## src/rtl/mem_port_arbiter.sv

```systemverilog
// Two-requester sequencer for a single memory port: arbitrates, issues one command, waits RD_LAT, returns read data.
// Optional build macro MEM_ARB_FIXED_PRIO_EN: requester 0 always wins a tie instead of round-robin.
module mem_port_arbiter #(
  parameter int PC_WIDTH  = 32,
  parameter int REG_WIDTH = 32,
  parameter int RD_LAT    = 1
) (
  input  logic                 clk,
  input  logic                 reset,
  input  logic                 req0,
  input  logic                 req1,
  input  logic                 we0,
  input  logic                 we1,
  input  logic [PC_WIDTH-1:0]  adr0,
  input  logic [PC_WIDTH-1:0]  adr1,
  input  logic [REG_WIDTH-1:0] wdata0,
  input  logic [REG_WIDTH-1:0] wdata1,
  output logic                 gnt0,
  output logic                 gnt1,
  output logic                 rvalid0,
  output logic                 rvalid1,
  output logic [REG_WIDTH-1:0] rdata,
  output logic                 memWe,
  output logic                 memRd,
  output logic [PC_WIDTH-1:0]  memAdr,
  output logic [REG_WIDTH-1:0] memwrData,
  input  logic [REG_WIDTH-1:0] memrdData
);

  localparam logic [3:0] LAT = 4'(RD_LAT);

  typedef enum logic [1:0] {IDLE, ISSUE, RWAIT, RESP} state_e;

  state_e               state_q, state_d;
  logic                 lp_q, lp_d;
  logic                 owner_q, owner_d;
  logic [3:0]           cnt_q, cnt_d;
  logic                 gnt0_q, gnt0_d, gnt1_q, gnt1_d;
  logic                 rvalid0_q, rvalid0_d, rvalid1_q, rvalid1_d;
  logic                 mem_we_q, mem_we_d, mem_rd_q, mem_rd_d;
  logic [PC_WIDTH-1:0]  mem_adr_q, mem_adr_d;
  logic [REG_WIDTH-1:0] mem_wdata_q, mem_wdata_d;
  logic [REG_WIDTH-1:0] rdata_q, rdata_d;
  logic                 any_req;
  logic                 win1;
  logic                 sel_we;

  assign any_req = req0 | req1;

  // win1 = 1 selects requester 1; a lone requester always wins.
  always_comb begin
`ifdef MEM_ARB_FIXED_PRIO_EN
    win1 = req1 & ~req0;
`else
    win1 = req1 & (~req0 | ~lp_q);
`endif
    sel_we = win1 ? we1 : we0;
  end

  always_ff @(posedge clk) begin
    if (reset) begin
      state_q     <= IDLE;
      lp_q        <= 1'b1;
      owner_q     <= 1'b0;
      cnt_q       <= '0;
      gnt0_q      <= 1'b0;
      gnt1_q      <= 1'b0;
      rvalid0_q   <= 1'b0;
      rvalid1_q   <= 1'b0;
      mem_we_q    <= 1'b0;
      mem_rd_q    <= 1'b0;
      mem_adr_q   <= '0;
      mem_wdata_q <= '0;
      rdata_q     <= '0;
    end else begin
      state_q     <= state_d;
      lp_q        <= lp_d;
      owner_q     <= owner_d;
      cnt_q       <= cnt_d;
      gnt0_q      <= gnt0_d;
      gnt1_q      <= gnt1_d;
      rvalid0_q   <= rvalid0_d;
      rvalid1_q   <= rvalid1_d;
      mem_we_q    <= mem_we_d;
      mem_rd_q    <= mem_rd_d;
      mem_adr_q   <= mem_adr_d;
      mem_wdata_q <= mem_wdata_d;
      rdata_q     <= rdata_d;
    end
  end

  always_comb begin
    state_d = state_q;
    unique case (state_q)
      IDLE:    if (any_req) state_d = ISSUE;
      ISSUE:   state_d = mem_we_q ? IDLE : RWAIT;
      RWAIT:   if (cnt_q == LAT) state_d = RESP;
      RESP:    state_d = IDLE;
      default: state_d = IDLE;
    endcase
  end

  // Output registers are loaded one cycle ahead, so each pulse lands in the state it belongs to.
  always_comb begin
    gnt0_d      = 1'b0;
    gnt1_d      = 1'b0;
    rvalid0_d   = 1'b0;
    rvalid1_d   = 1'b0;
    mem_we_d    = 1'b0;
    mem_rd_d    = 1'b0;
    mem_adr_d   = mem_adr_q;
    mem_wdata_d = mem_wdata_q;
    rdata_d     = rdata_q;
    lp_d        = lp_q;
    owner_d     = owner_q;
    cnt_d       = cnt_q;
    unique case (state_q)
      IDLE: begin
        if (any_req) begin
          gnt0_d      = ~win1;
          gnt1_d      = win1;
          mem_we_d    = sel_we;
          mem_rd_d    = ~sel_we;
          mem_adr_d   = win1 ? adr1 : adr0;
          mem_wdata_d = win1 ? wdata1 : wdata0;
          lp_d        = win1;
          owner_d     = win1;
          cnt_d       = '0;
        end
      end
      ISSUE: cnt_d = 4'd1;
      RWAIT: begin
        if (cnt_q == LAT) begin
          rdata_d   = memrdData;
          rvalid0_d = ~owner_q;
          rvalid1_d = owner_q;
          cnt_d     = '0;
        end else begin
          cnt_d = cnt_q + 4'd1;
        end
      end
      default: ;
    endcase
  end

  assign gnt0      = gnt0_q;
  assign gnt1      = gnt1_q;
  assign rvalid0   = rvalid0_q;
  assign rvalid1   = rvalid1_q;
  assign rdata     = rdata_q;
  assign memWe     = mem_we_q;
  assign memRd     = mem_rd_q;
  assign memAdr    = mem_adr_q;
  assign memwrData = mem_wdata_q;

endmodule

```

## config.mk

```make
export PLATFORM = sky130hd
export DESIGN_NAME = mem_port_arbiter
export DESIGN_NICKNAME = d
export VERILOG_FILES = /design/src/rtl/mem_port_arbiter.sv
export SDC_FILE = /design/constraint.sdc
export NUM_CORES = 1
export LEC_CHECK = 0
export CAP_MARGIN = 20
export CELL_PAD_IN_SITES_DETAIL_PLACEMENT = 0
export CELL_PAD_IN_SITES_GLOBAL_PLACEMENT = 2
export CORE_MARGIN = 1.5
export CORE_UTILIZATION = 21
export CTS_CLUSTER_DIAMETER = 200
export DETAILED_ROUTE_END_ITERATION = 12
export GPL_TIMING_DRIVEN = 0
export HOLD_SLACK_MARGIN = 0.03
export PLACE_DENSITY = 0.91
export RECOVER_POWER = 100
export SYNTH_ARGS = -nofsm -noshare
export SYNTH_HDL_FRONTEND = slang
export SYNTH_SLANG_ARGS = --single-unit
export TNS_END_PERCENT = 10
```

## constraint.sdc

```tcl
create_clock -name clk -period 3.3 [get_ports clk]
set_clock_uncertainty 0.05 [all_clocks]
set_input_delay 0.99 -clock clk [delete_from_list [all_inputs] [get_ports clk]]
set_output_delay 0.99 -clock clk [all_outputs]
set_load 0.1 [all_outputs]
```

==> reports/results.txt <==
Yosys cell types: 32
layout cells sized above 1: 0.0589
Core Box Area: 20900 um2
TritonCTS Buffers: 9
initial core utilization: 0.213
Residual DRC: 0
initial DRC count: 254
Net Count, Synth: 739
worst-skew pair later-pin latency: 0.35 ns
RSZ-0062 raised after global routing: false
Fmax: 336 MHz
Post-synth EDFFs: 0
Synth area leaders: dfxtp_1, nand2_1, a31oi_1
DRT Pass-1 Iters: 4
Ant. Diodes: 0
outcome: completed
fin crit period: 2.98 ns
Die Ht: 149 um
Final setup viols: 0
Layout area overhead: 73.9%
Crit Path Max Fanout: 2
CP bufs+invs: 1
Max IR drop VDD: 0.371 mV
total wire length: 17200 um
Clock Sinks: 110
Post-DP HPWL: 13000 um
full die area: 22100 um2
Setup CP Type: flop to output pin
Max H-tree Level: 3
Final Total Pwr: 4.67 mW
# nets final: 1016
clk buf depth: 2
cell count after synthesis: 567
Final Cell Area: 7750 um2
clk slew on worst S/H paths: 0.07 ns
crit end category: output pin
Avg Inst Size Synth: 7.86 um2
Post-CTS Setup Bufs: 0
I/O Buffers: 266
Leakage: 3.11 nW
Root Driver: clkbuf_16
max cap viols: 0
DP Cell Count: 1108
number of fill cells: 2261
pin count of the biggest net entering global routing: 20
vias in the first global route: 4917
post-route ant nets: 0
Hold Vio Cnt, Final: 0
drt wl/cell: 15.3 um
crit path cell chain: dlygate4sd3_1
Arrival @ worst endpoint: 1.94 ns
crit share post-route: 0.903
Worst path slowest cell: dlygate4sd3_1
top cell type's share of synthesized area: 0.494
RD Place Congestion: 0.763
CTS Hold Bufs: 0
Worst Tran Pin Value: 1.04 ns
post-cts resize count: 0
slew margin rel.: 0.307
synthesized area: 4460 um2
remaining global-route overflow: 0
via count: 4942
HP Class: flop to flop
CTS tree: built
Post-synth top flop: dfxtp_1
Non-Filler Instances: 1124
Tot GR Track Use: 0.154
Worst Setup Start Kind: flop
pwr dens: 603 nW/um2
Synth Warn #: 0
DP Area: 7460 um2
most frequent cell after synthesis: nand2_1
Seq/Total Area, Yosys: 0.494
global-route wire length before repair: 26600 um
row cnt: 53
antenna violations before repair: 0
Max stage delay on crit path: 1.25 ns
Via density: 4.40
CP top delay family: buffers and inverters
Worst EP required: 2.26 ns
asr flop ratio synth: 0
Yosys top cell by area: dfxtp_1
FF+latch count, synth: 110
top-level I/O count: 268
commonest cells in the netlist: nand2_1, dfxtp_1, o21ai_0
Setup Total Neg Slack: 0 ns
Slew Viols, Final: 0
die width: 149 um
-- placed cells by master (no fill, tap or decap), types with 2 or more instances in the layout --
cell type and instances:
dlygate4sd3_1 103, buf_2 26, ha_1 6, inv_6 2
and3_1 3, nor3b_1 2, nand2_1 194, clkdlybuf4s50_1 163
nor2_1 4, a21oi_1 33, or3b_2 2, nor3_1 5
o21ai_0 67, mux2i_1 2, o211ai_1 7, a31oi_1 64
clkbuf_16 9, clkbuf_1 18, nand3b_1 2, dfxtp_1 110
buf_4 3, inv_1 5, nand3_1 2
-- where the power goes --
| part | internal (mW) | switching (mW) | total [mW] |
|---|---|---|---|
| clock | 0.601 | 0.545 | 1.15 |
| sequential | 1.48 | 0.0701 | 1.55 |
| combinational | 0.507 | 1.47 | 1.98 |
-- layout make-up --
type	instances	area [um2]	share of cell area
Sequential cell	110	2200	0.284
Inverter	5	18.8	0.00242
Buffer	48	231	0.0299
Timing Repair Buffer	266	2660	0.344
Clock inverter	7	80.1	0.0103
Tap cell	275	344	0.0444
Multi-Input combinational cell	404	1980	0.256
Clock buffer	9	225	0.0291
-- sequential cells by signal (all words and copies together), names as in the netlist, named ones only --
name	cells
gnt0	1
rvalid0	1
memWe	1
cnt_q	4
rvalid1	1
rdata	32
gnt1	1
memAdr	32
lp_q	1
memRd	1
owner_q	1
state_q	1
memwrData	32
-- per-layer routing --
metal | vias up | track usage | share of wire
li1 | 2505 | - | -
met3 | 15 | 0.0626 | 0.10
met5 | - | 0 | 0
met4 | 0 | 0.0401 | 0.012
met2 | 204 | 0.255 | 0.47
met1 | 2218 | 0.186 | 0.42
-- worst min-delay path, stage by stage, from the launching register on --
cell and delay (ns):
dfxtp_1 0.31, nand2_1 0.05, a21oi_1 0.05
-- kinds of logic (layout without fill, tap and decap cells) --
family,Yosys count,after routing,share of synthesized area
compound gates,177,177,0.227
buf+inv,53,335,0.0578
flops,110,110,0.494
fa+ha+maj,6,6,0.0168
simple gates,219,219,0.199
mux,2,2,0.00449
-- path summary, 6_finish.rpt --
kind	endpoint	slack, ns	from	cells after the start
setup reg to reg	rdata[19]	1.34	state_q[0]	7
setup / recovery	memwrData[26]	0.32	memwrData[26]	1
hold / removal	rdata[17]	0.40	rdata[17]	2
hold reg to reg	rdata[17]	0.40	rdata[17]	2
-- through the flow --
stage	hold slack, ns	setup slack [ns]	utilization
floorplan	0.367	1.33	-
global placement	0.391	0.593	0.357
detailed placement	0.395	0.583	0.357
CTS	0.406	0.355	0.372
global route	0.420	0.180	0.371
finish	0.402	0.321	0.371
No activity file was read; power rests on OpenSTA's default activity.
